<file path="src/rtl/fetch_queue.sv">
// fetch_queue: circular instruction fetch queue between fetch and decode.
// Latency: a pushed entry reaches out_valid the cycle after the push. With
//   FETCH_QUEUE_BYPASS_EN defined, an entry that arrives while the queue is
//   empty is presented combinationally in the same cycle.
// Backpressure: pc_stall is high while full, and pushes are dropped then.
//   out_ready pops the head entry.
// Ports: clk/rst (sync, active-high), flush, in_valid/in_inst/in_pc (fetch side),
//   pc_stall, out_valid/out_inst/out_pc/out_ready (decode side), count (occupancy).
// Optional feature macro: FETCH_QUEUE_BYPASS_EN (same-cycle empty-queue bypass).
module fetch_queue #(
  parameter int DEPTH = 4,
  parameter int XLEN  = 32
) (
  input  logic                     clk,
  input  logic                     rst,
  input  logic                     flush,
  input  logic                     in_valid,
  input  logic [XLEN-1:0]          in_inst,
  input  logic [XLEN-1:0]          in_pc,
  output logic                     pc_stall,
  output logic                     out_valid,
  output logic [XLEN-1:0]          out_inst,
  output logic [XLEN-1:0]          out_pc,
  input  logic                     out_ready,
  output logic [$clog2(DEPTH):0]   count
);

  localparam int PW = $clog2(DEPTH);
  localparam logic [PW:0]   FULL_CNT = (PW+1)'(DEPTH);
  localparam logic [PW:0]   CNT_ONE  = (PW+1)'(1);
  localparam logic [PW-1:0] PTR_ONE  = PW'(1);

  logic [XLEN-1:0] mem_inst [DEPTH];
  logic [XLEN-1:0] mem_pc   [DEPTH];
  logic [PW-1:0]   rd_ptr;
  logic [PW-1:0]   wr_ptr;
  logic            push;
  logic            pop;
  logic            empty;

  assign empty    = (count == '0);
  assign pc_stall = (count == FULL_CNT);

  // Pop only ever drains stored entries; a bypassed entry is never stored.
  assign pop = !empty && out_ready && !flush;

`ifdef FETCH_QUEUE_BYPASS_EN
  logic bypass_take;
  // Entry handed straight to decode while the queue is empty: not written.
  assign bypass_take = empty && !flush && in_valid && out_ready;
  assign push        = in_valid && (count < FULL_CNT) && !flush && !bypass_take;
`else
  assign push        = in_valid && (count < FULL_CNT) && !flush;
`endif

  // Pointers and occupancy; rst beats flush, flush drops same-cycle push/pop.
  always_ff @(posedge clk) begin
    if (rst) begin
      rd_ptr <= '0;
      wr_ptr <= '0;
      count  <= '0;
    end else if (flush) begin
      rd_ptr <= '0;
      wr_ptr <= '0;
      count  <= '0;
    end else begin
      // Power-of-two depth: natural pointer overflow wraps DEPTH-1 -> 0.
      if (push) wr_ptr <= wr_ptr + PTR_ONE;
      if (pop)  rd_ptr <= rd_ptr + PTR_ONE;
      case ({push, pop})
        2'b10:   count <= count + CNT_ONE;
        2'b01:   count <= count - CNT_ONE;
        default: count <= count;
      endcase
    end
  end

  // Entry storage is never cleared; it is masked on the outputs while empty.
  always_ff @(posedge clk) begin
    if (!rst && push) begin
      mem_inst[wr_ptr] <= in_inst;
      mem_pc[wr_ptr]   <= in_pc;
    end
  end

  always_comb begin
    out_valid = !empty;
    out_inst  = '0;
    out_pc    = '0;
    if (!empty) begin
      out_inst = mem_inst[rd_ptr];
      out_pc   = mem_pc[rd_ptr];
    end
`ifdef FETCH_QUEUE_BYPASS_EN
    if (empty && !flush) begin
      out_valid = in_valid;
      if (in_valid) begin
        out_inst = in_inst;
        out_pc   = in_pc;
      end
    end
`endif
  end

endmodule
</file>
<file path="config.mk">
export PLATFORM = sky130hd
export DESIGN_NAME = fetch_queue
export DESIGN_NICKNAME = d
export VERILOG_FILES = /design/src/rtl/fetch_queue.sv
export SDC_FILE = /design/constraint.sdc
export NUM_CORES = 1
export LEC_CHECK = 0
export BUFFER_PORTS_ARGS = -buffer_cell sky130_fd_sc_hd__buf_2
export CORE_MARGIN = 8
export CORE_UTILIZATION = 48
export CTS_BUF_LIST = sky130_fd_sc_hd__clkbuf_8 sky130_fd_sc_hd__clkbuf_16
export CTS_CLUSTER_SIZE = 10
export DETAILED_ROUTE_END_ITERATION = 10
export PLACE_DENSITY = 0.68
export SLEW_MARGIN = 15
export SYNTH_ARGS = -nofsm -noshare
export SYNTH_HDL_FRONTEND = slang
export SYNTH_SLANG_ARGS = --single-unit
</file>
<file path="constraint.sdc">
create_clock -name clk -period 4.09 [get_ports clk]
set_input_delay 0.409 -clock clk [delete_from_list [all_inputs] [get_ports clk]]
set_output_delay 0.409 -clock clk [all_outputs]
set_load 0.01 [all_outputs]
</file>
### Word-level counts from Yosys, hierarchy flattened

Memories as Yosys holds them, arrays and structs flattened. A register that Yosys moved wholly into a read port is not among the register bits.
Cells that the tools add are included.

* word-level logic and storage cells: 33
* flip-flop bits (word level): 7
* memories kept: 2
* input bits: 69
* bits in writable memories: 256

* reduce and logical (&&, ||, !) cells: 11
* add/sub/neg operators: 4
* magnitude comparators: 1
* multiplexer cells: 9
* equality and inequality tests: 3

Memory list
* mem_inst: depth 4, width 32, rd ports 1, clocked after Yosys merged registers in 1, wr ports 1, RTL line 33 `logic [XLEN-1:0] mem_inst [DEPTH];`
* mem_pc: depth 4, width 32, rd ports 1, clocked after Yosys merged registers in 1, wr ports 1, RTL line 34 `logic [XLEN-1:0] mem_pc [DEPTH];`

Operators by type and width (number)
* 32-bit two-way mux: 2
* 2-bit two-way mux: 4
* 3-bit one-hot mux with 2 select lines: 1
* 1-bit logical AND: 5
* 2-bit by 1-bit adder with 2-bit output, second input constant: 2
* 3-bit by 1-bit adder with 3-bit output, second input constant: 1
* 3-bit == test, second input constant: 1
* 1-bit zero test: 3
* 3-bit zero test: 1
* 3-bit < comparator, second input constant: 1
* 3-bit by 1-bit subtractor with 3-bit output, second input constant: 1
* 2-bit by 1-bit == test with 1-bit output, second input constant: 1
* 2-bit == test, second input constant: 1
* 1-bit two-way mux: 2
* 2-bit nonzero test: 1
* 2-bit OR reduction: 1

### Longest topological paths before layout

Gate-level depths: netlist of the first run.

* depth in word-level cells: 6
* depth in mapped cells: 8

### Least setup slack after synthesis of the first run

No wires, ideal clock.

* path kind: in2reg
* start point: in flush
* end point: mem mem_inst[0][0] (enable)
* stages on the path: 4
* library setup time: 0.429 ns
* path slack: 0.982 ns
* arrival time: 2.679 ns
* cell sequence: or2_2 buf_2 nor3b_1 and2_1

* cells in the longest elaborated chain, start to end: 5

RTL lines
* from (decl): RTL line 16 `input logic flush,`
* 1-bit zero test: RTL line 53 `assign push = in_valid && (count < FULL_CNT) && !flush;`
* 1-bit logical AND: RTL line 53
* 1-bit logical AND: RTL line 80 `if (!rst && push) begin`
* 1-bit two-way mux: RTL line 80
* 1-bit two-way mux (implied by the code): RTL line 81 `mem_inst[wr_ptr] <= in_inst;`
* to (decl): RTL line 33

Every way passes these cells.

==> impl_metrics.json, run 1 <==
{
  "die-area_um2": 26200,
  "ctsHoldBuffers": 0,
  "fp-row-count": 53,
  "drive_gt1_share_pct": 38.0,
  "tritoncts": "done",
  "clock-root-buffer": "clkbuf_16",
  "yosysSeqAreaShare_pct": 77.0,
  "htreeDepth": 1,
  "relSlewSlack_pct": 31.4,
  "synth_edf_count": 256,
  "grt_start_max_net_pins": 66,
  "postSynthCellCount": 457,
  "seqPwrFrac_pct": 54.9,
  "synth_area_um2": 10200,
  "die_h_um": 162,
  "place_congestion": 0.724,
  "route.met2.wl_um": 9310,
  "met1Wirelength_um": 8100,
  "synth_seq_cells": 265,
  "fin_crit_sh_pct": 74.4,
  "die_x_um": 162,
  "setup_viol": 0,
  "vias_per_cell": 5.18,
  "drt_iter0_markers": 280,
  "grt-ovfl-total": 0,
  "setup-tns-final_ps": 0,
  "endpoint_kind": "output pin",
  "crit_path_start_kind": "flip-flop",
  "route.detailed.drc": 0,
  "cts_setup_buffers": 0,
  "p_int_mw": 4.43,
  "fin_crit_ps": 3040,
  "nets": 682,
  "routed_wl_um": 19100,
  "drv_cap": 0,
  "ys.warnings.count": 0,
  "vdd_drop_max_mv": 0.334,
  "cts_max_path_buffers": 3,
  "synthFlopType": "edfxtp_1",
  "path_buf_inv": 2,
  "numCtsBuffers": 30,
  "leakagePower_nw": 4.20,
  "syn2layout_area_growth_pct": 17.1,
  "top_layer": "met5",
  "yosysTopAreaCell": "edfxtp_1",
  "sw_frac_of_total_pct": 19.3,
  "slowest_stage": "dfxtp_4",
  "synth-xor-area-share_pct": 0.429,
  "clkPwrFrac_pct": 41.9,
  "grt_pass1_vias": 5291,
  "dr.pass1.iters": 4,
  "design_area_um2": 12000,
  "synth_nets": 532,
  "synthTopCellsByCount": "edfxtp_1, and2_1, mux4_2, dfxtp_1, nor2_1",
  "muxShareOfSynthArea_pct": 14.4,
  "p_per_area_nw_per_um2": 459,
  "ys_async_sr_fraction_pct": 0,
  "core_um2": 21000,
  "yosys.area_share.simple_pct": 4.89,
  "initial_core_util_pct": 48.7,
  "crit_fanout": 30,
  "io_buffer_count": 137,
  "avgSynthCellArea_um2": 22.3,
  "dp_hpwl_um": 11300,
  "grt_pass1_wl_um": 29700,
  "postPlaceCellArea_um2": 11100,
  "hp-class": "primary input to flip-flop",
  "power_mw": 5.48,
  "grt_usage_pct": 14.6,
  "wire_per_inst_um": 21.0,
  "status": "completed",
  "timing.fmax_mhz": 329,
  "crit_chain": "buf_4 > mux4_2 > and2_1 > buf_2",
  "critical_path_class": "flip-flop to output pin",
  "synth-compound-area-share_pct": 0.306,
  "switchingPower_mw": 1.06,
  "crit_required_ps": 3680,
  "antenna_left": 0,
  "clock_sinks": 265,
  "hold_ws_ps": 90.4,
  "fin_skew_ps": 20.2,
  "ys_top_cells_by_area": "edfxtp_1, mux4_2, and2_1",
  "vias": 4697,
  "tightest_slew_ps": 1030,
  "power_frac_comb_pct": 3.1,
  "antenna_found_initial": 6,
  "netlist.area_leader.share_pct": 75.3,
  "clkLatencyLatePin_ps": 530,
  "critical-path-top-delay-family": "flip-flops",
  "rsz0062_at_grt": "false",
  "yosysMostFrequentCell": "edfxtp_1",
  "max_stage_delay_ps": 740,
  "cp.arrival_ps": 2630,
  "clk_pin_slew_ps": 60,
  "synthAdderAreaFrac_pct": 0.809,
  "synth_top_family_by_area": "multiplexers",
  "maxSlewViolCount": 0,
  "cts.repair.resized": 0,
  "met3_length_um": 1290,
  "hold_violations": 0,
  "synth.distinct_cells": 25,
  "io-pin-count": 138
}
[registers in the layout, indices dropped and copies added, names as in the netlist, named ones only]
| signal | flops |
|---|---|
| count | 3 |
| rd_ptr | 2 |
| wr_ptr | 2 |
| mem_inst | 128 |
| mem_pc | 128 |
[per-stage QoR]
stage | cells | setup slack (ps) | util, %
after CTS | 906 | 966 | 57.1
after global placement | 850 | 1480 | 52.9
after floorplan | 457 | 982 | -
after global routing | 906 | 870 | 57.1
final | 907 | 1050 | 57.1
after detailed placement | 850 | 1300 | 52.9
[worst reg2reg max path: cells and delay by family (launching register included)]
family / cells / cell delay, ps
DFF: 1 / 380
and+or+nand+nor: 2 / 1390
[area by class of cell]
cell class                 count  area, µm²
antenna                        1       2.50
clock buffer                  31        776
clock inverter                25       96.3
fill                        1612       9000
inverter                       6       22.5
multi-input combinational    164       2130
sequential                   265       7880
tap                          275        344
timing repair buffer         140        708
[path summary, 6_finish.rpt]
| path | endpoint | slack [ps] | start | depth (start not counted) |
|---|---|---|---|---|
| max reg2reg | mem_inst[1][1]$_DFFE_PP_ | 1870 | count[2]$_SDFFE_PP0P_ | 2 |
| min reg2reg | rd_ptr[0]$_SDFFE_PP0P_ | 540 | rd_ptr[0]$_SDFFE_PP0P_ | 2 |
| max | out_inst[25] | 1050 | flip-flop | 4 |
| min | mem_pc[3][31]$_DFFE_PP_ | 90 | in_pc[31] | 1 |
[routing by layer]
metal	up-vias	track usage, %
met5	-	0
met2	126	24.0
met1	2377	18.5
met3	34	4.40
met4	10	4.12
li1	2150	-
[cell families (layout without fill, tap and decap cells)]
group / after synthesis / after routing
AND/OR/NAND/NOR: 83 / 83
multiplexers: 65 / 65
adder cells (fa/ha/maj): 6 / 6
flip-flops: 265 / 265
AO/OA/AOI/OAI: 5 / 5
XOR/XNOR: 5 / 5
other: 0 / 1
buffers and inverters: 28 / 202
[power groups by stage]
stage	clock network (mW)	logic, mW	registers [mW]
CTS	2.34	0.177	3.01
global route	2.45	0.191	3.01
finish	2.30	0.173	3.01
global placement	0	0.170	3.07
floorplan	0	0.0842	3.07
detailed placement	0	0.177	3.07
[cells in the final DEF (no fill, tap or decap)]
| cell | synthesis | layout |
|---|---|---|
| or3_1 | 2 | 1 |
| inv_1 | 6 | 30 |
| buf_4 | 0 | 3 |
| or3_2 | 0 | 1 |
| mux2i_1 | 1 | 1 |
| and3_1 | 1 | 1 |
| a21oi_1 | 2 | 2 |
| fa_1 | 1 | 1 |
| clkbuf_16 | 0 | 31 |
| and2_4 | 0 | 4 |
| and2_1 | 68 | 64 |
| ha_1 | 5 | 5 |
| mux4_2 | 60 | 60 |
| xor2_1 | 4 | 4 |
| mux4_1 | 4 | 4 |
| xnor2_1 | 1 | 1 |
| inv_4 | 0 | 1 |
| dfxtp_4 | 0 | 2 |
| o21ai_0 | 1 | 1 |
| buf_2 | 7 | 137 |
| diode_2 | 0 | 1 |
| o311ai_0 | 1 | 1 |
| dfxtp_1 | 9 | 7 |
| o31ai_1 | 1 | 1 |
| nor2_1 | 9 | 9 |
| nor3b_1 | 2 | 2 |
| edfxtp_1 | 256 | 256 |
| or2_2 | 1 | 1 |
No activity file was read; power rests on OpenSTA's default activity.
==> run 2: changes to the inputs <==
ABC_AREA = 1   (was default)
clock period = 3.2 ns   (was 4.09 ns; I/O delays follow)
==> impl_metrics.json, run 2 <==
{
  "core_um2": 21600,
  "use_met3_pct": 3.02,
  "power_mw": 7.07,
  "grt_start_max_net_pins": 129,
  "power_frac_comb_pct": 4.6,
  "vias": 6655,
  "drive_gt1_share_pct": 18.9,
  "wire_per_inst_um": 17.3,
  "reg_top3": "mem_inst: 128 flops, mem_pc: 128 flops, count: 3 flops",
  "final_common_cell": "nor2_1",
  "slowest_stage": "clkinv_2",
  "diodes": 0,
  "crit_required_ps": 2880,
  "hold_violations": 0,
  "ctsHoldBuffers": 35,
  "clkLatencyLatePin_ps": 530,
  "antenna_found_initial": 0,
  "clk_pin_slew_ps": 50,
  "cts_max_path_buffers": 3,
  "yosysTopAreaCell": "edfxtp_1",
  "vias_per_cell": 5.15,
  "pre_cts_slack_ps": 1030,
  "setup_ws_ps": 550,
  "switchingPower_mw": 1.40,
  "tightest_slew_ps": 847,
  "ys.warnings.count": 0,
  "nets": 1074,
  "synth.distinct_cells": 19,
  "yosysSeqAreaShare_pct": 75.5,
  "seqPwrFrac_pct": 54.5,
  "fin_crit_sh_pct": 82.8,
  "synth_seq_cells": 265,
  "dp_hpwl_um": 12400,
  "ys_async_sr_fraction_pct": 0,
  "die_x_um": 163,
  "max_stage_delay_ps": 480,
  "io-pin-count": 138,
  "setup_viol": 0,
  "drt_iter0_markers": 437,
  "io_buffer_count": 137,
  "dr.pass1.iters": 5,
  "numCtsBuffers": 30,
  "synthAdderAreaFrac_pct": 0.793,
  "routed_wl_um": 22300,
  "hp-class": "primary input to flip-flop",
  "initial_core_util_pct": 48.3,
  "synth_edf_count": 256,
  "postSynthCellCount": 826,
  "fp-row-count": 54,
  "grt_pass1_vias": 6713,
  "rsz0062_at_grt": "false",
  "synth_area_um2": 10400,
  "grt_pass1_wl_um": 34700,
  "synth-xor-area-share_pct": 0,
  "grt_busiest_layer": "met2",
  "ys_top_cells_by_area": "edfxtp_1, nor2_1, o21ai_0",
  "utilization_pct": 58.3,
  "cts_setup_buffers": 0,
  "maxSlewViolCount": 0,
  "crit_fanout": 68,
  "muxShareOfSynthArea_pct": 0,
  "synth_nets": 901,
  "met2_usage_pct": 28.9,
  "die_h_um": 163,
  "synth_top_family_by_area": "simple AND/OR/NAND/NOR gates",
  "met1_usage_pct": 20.1,
  "route.detailed.drc": 0,
  "cp.arrival_ps": 2330,
  "p_int_mw": 5.67,
  "hold_ws_ps": 14.0,
  "tritoncts": "done",
  "sw_frac_of_total_pct": 19.8,
  "min_from": "in_inst[17]",
  "antenna_left": 0,
  "p_per_area_nw_per_um2": 563,
  "cts.repair.resized": 0,
  "netlist.area_leader.share_pct": 73.8,
  "r2r-start": "count[2]$_SDFFE_PP0P_",
  "yosys.area_share.simple_pct": 10.4,
  "timing.fmax_mhz": 377,
  "leakagePower_nw": 4.67,
  "htreeDepth": 1,
  "grt-ovfl-total": 0,
  "clock-root-buffer": "clkbuf_16",
  "clkPwrFrac_pct": 40.9,
  "avgSynthCellArea_um2": 12.6,
  "syn2layout_area_growth_pct": 20.6,
  "synthTopCellsByCount": "nor2_1, edfxtp_1, o21ai_0, a21oi_1, inv_1",
  "crit_path_start_kind": "flip-flop",
  "vdd_drop_max_mv": 0.441,
  "place_inst": 1210,
  "drv_cap": 0,
  "crit_chain": "clkinv_2 > buf_12 > o21ai_0 > a21oi_1 > buf_2",
  "final_cell_mix": "nor2_1, edfxtp_1, buf_2",
  "finalNonFillerCells": 1293,
  "fin_skew_ps": 6.27,
  "grt_usage_pct": 16.3,
  "yosysMostFrequentCell": "nor2_1",
  "clock_sinks": 265,
  "synthFlopType": "edfxtp_1",
  "die-area_um2": 26700,
  "status": "completed",
  "fin_crit_ps": 2650,
  "place_congestion": 0.709,
  "endpoint_kind": "output pin",
  "relSlewSlack_pct": 43.5,
  "critical_path_class": "flip-flop to output pin",
  "synth-compound-area-share_pct": 9.66
}
-- run 2: cell count changes after synthesis, sizes merged, moves of 2 or more --
cell    delta
nor2     +258
o21ai    +131
and2      -68
a21oi     +67
mux4      -64
buf       +21
inv       +16
nand2     +12
clkbuf     +4
nand3      +4
xor2       -4
nor3b      -2
or3        -2
-- run 2: final cells by class --
type / count / area [µm²]
fill: 1695 / 8990
sequential: 265 / 7870
multi-input combinational: 492 / 2200
timing repair buffer: 188 / 1220
clock buffer: 31 / 776
tap: 280 / 350
inverter: 22 / 83.8
clock inverter: 15 / 56.3
-- run 2: power groups by stage --
stage | Sequential, mW | Combinational [mW] | Clock (mW)
5_1_grt | 3.85 | 0.359 | 3.07
6_report | 3.85 | 0.324 | 2.90
3_5_place_dp | 3.92 | 0.290 | 0
4_1_cts | 3.85 | 0.326 | 2.95
2_1_floorplan | 3.93 | 0.131 | 0
3_3_place_gp | 3.92 | 0.285 | 0
-- run 2: routing by layer --
| layer | routed length [µm] | vias up | part of all wire, % |
|---|---|---|---|
| met1 | 9510 | 3201 | 43 |
| met3 | 1270 | 32 | 5.7 |
| li1 | - | 3253 | - |
| met4 | 375 | 0 | 1.7 |
| met2 | 11200 | 169 | 50 |
| met5 | 0 | - | 0 |
-- run 2: final timing paths --
| kind | endpoint | slack, ps | cells after the start |
|---|---|---|---|
| worst max-delay path | out_inst[0] | 550 | 5 |
| worst min-delay path | mem_inst[3][17]$_DFFE_PP_ | 10 | 1 |
| worst min register to register | flip-flop | 490 | 2 |
| worst max register to register | mem_inst[2][17]$_DFFE_PP_ | 1110 | 4 |
-- run 2: through the flow --
step	TNS (ps)	instance area, µm²
detailed placement	0	11400
CTS	0	12500
global route	0	12600
floorplan	-152440	10400
finish	0	12600
global placement	0	11400
-- run 2: kinds of logic after synthesis --
family,after synthesis
AO/OA/AOI/OAI,201
adder cells (fa/ha/maj),6
buffers and inverters,69
flip-flops,265
AND/OR/NAND/NOR,285
-- run 2: critical path, delay by kind of cell, from the launching register on --
kind                   cells  cell delay, ps
AO/OA/AOI/OAI              2             340
buffers and inverters      3            1060
flip-flops                 1             360
==> run 3: changes to the inputs <==
ABC_AREA = 0   (was 1)
PLACE_DENSITY = 0.71   (was 0.68)
clock period = 2.3 ns   (was 3.2 ns; I/O delays follow)
==> impl_metrics.json, run 3 (synthesized netlist as in run 1, its figures left out) <==
{
  "status": "complete, but fails checks",
  "violations": "setup timing",
  "die_x_um": 162,
  "drv_cap": 0,
  "nets": 768,
  "grt_usage_pct": 15.8,
  "crit_path_start_kind": "flip-flop",
  "grt_pass1_wl_um": 32400,
  "maxSlewViolCount": 0,
  "grt-ovfl-total": 0,
  "regArea_um2": 7880,
  "antenna_left": 0,
  "rsz0062_at_grt": "true",
  "design_area_um2": 13300,
  "grt_start_max_net_pins": 66,
  "hp-class": "primary input to flip-flop",
  "utilization_pct": 63.5,
  "setup_viol": 2,
  "postPlaceCellArea_um2": 11300,
  "tritoncts": "done",
  "wire_per_inst_um": 21.8,
  "vdd_drop_max_mv": 0.550,
  "final_common_cell": "edfxtp_1",
  "endpoint_kind": "output pin",
  "fin_crit_ps": 2310,
  "drt_iter0_markers": 300,
  "fin_skew_ps": 18.1,
  "routed_wl_um": 21400,
  "antenna_found_initial": 3,
  "fp-row-count": 53,
  "vias": 5172,
  "final_cell_mix": "edfxtp_1, buf_2, mux4_2, dlygate4sd3_1, and2_4",
  "place_congestion": 0.695,
  "cp.arrival_ps": 2080,
  "setup-tns-final_ps": -14.8,
  "finalNonFillerCells": 980,
  "p_per_area_nw_per_um2": 739,
  "numCtsBuffers": 30,
  "leakagePower_nw": 4.65,
  "die-area_um2": 26200,
  "relSlewSlack_pct": 70.4,
  "timing.fmax_mhz": 433,
  "place_inst": 863,
  "io-pin-count": 138,
  "die_h_um": 162,
  "grt_pass1_vias": 5779,
  "crit_required_ps": 2070,
  "initial_core_util_pct": 48.7,
  "clock_sinks": 265,
  "pre_cts_slack_ps": 219,
  "drive_gt1_share_pct": 44.7,
  "hold_violations": 0,
  "reg_top3": "mem_inst: 128 flops, mem_pc: 128 flops, count: 3 flops",
  "crit_fanout": 7,
  "tightest_slew_ps": 443,
  "cts_max_path_buffers": 3,
  "syn2layout_area_growth_pct": 30.3,
  "clock-root-buffer": "clkbuf_16",
  "dr.pass1.iters": 4,
  "fin_crit_sh_pct": 100,
  "clk_pin_slew_ps": 50,
  "critical_path_class": "flip-flop to output pin",
  "multi_input_area_um2": 2240,
  "clkLatencyLatePin_ps": 540,
  "fillers": 1468,
  "io_buffer_count": 137,
  "vias_per_cell": 5.28,
  "dp_hpwl_um": 12600,
  "htreeDepth": 1,
  "setup_ws_ps": -10.1,
  "route.detailed.drc": 0,
  "core_um2": 21000
}
run 3: cell count changes in the layout (fill, tap and decap cells not counted), sizes merged, moves of 9 or more:
cell         change
dlygate4sd3     +27
and2            +68
o21ai          -131
inv             -20
nor2           -258
mux4            +64
nand2           -12
buf              +9
a21oi           -67
run 3: cell type report:
cell class                      instances  area share (%)
Clock inverter                         11           0.414
Sequential cell                       265            59.2
Tap cell                              275            2.59
Antenna cell                            2          0.0376
Multi-Input combinational cell        164            16.8
Clock buffer                           31            5.74
Timing Repair Buffer                  226            15.0
Inverter                                6           0.169
run 3: power by group:
group / internal, mW / total (mW) / switching [mW]
Sequential: 5.34 / 5.35 / 0.0141
Clock: 2.33 / 3.98 / 1.65
Combinational: 0.273 / 0.494 / 0.220
run 3: timing repair:
item,4_1_cts,5_1_grt
gates resized for setup,26,74
hold buffers,64,0
endpoints found under the setup margin,64,61
hold endpoints to repair,256,0
setup buffers,5,1
pin swaps,1,8
cloned,2,2
run 3: critical path: stages, from the launching register on:
cell and delay, ps:
dfxtp_4 470, buf_12 150, buf_16 120, mux4_2 500, and2_4 160, buf_2 130
run 3: per-layer routing:
metal / wire length, µm / share of wire [%] / track usage [%]
met4: 337 / 1.6 / 4.00
met5: 12 / 0.056 / 0
met1: 8940 / 42 / 20.2
met3: 1260 / 5.9 / 3.34
met2: 10800 / 51 / 27.1
run 3: worst paths after layout:
path / cells past startpoint / to / slack, ps / start
max: 5 / out_pc[19] / -10 / flip-flop
min: 3 / count[2]$_SDFFE_PP0P_ / 70 / rst
max reg2reg: 8 / count[2]$_SDFFE_PP0P_ / 270 / count[2]$_SDFFE_PP0P_
min reg2reg: 2 / rd_ptr[1]$_SDFFE_PP0P_ / 530 / rd_ptr[1]$_SDFFE_PP0P_
run 3: metrics by stage:
stage          power [mW]  hold slack (ps)
5_1_grt              10.2             78.6
4_1_cts              9.88             56.3
2_1_floorplan        5.60              329
3_3_place_gp         5.77              440
3_5_place_dp         5.79              446
6_report             9.83             73.2
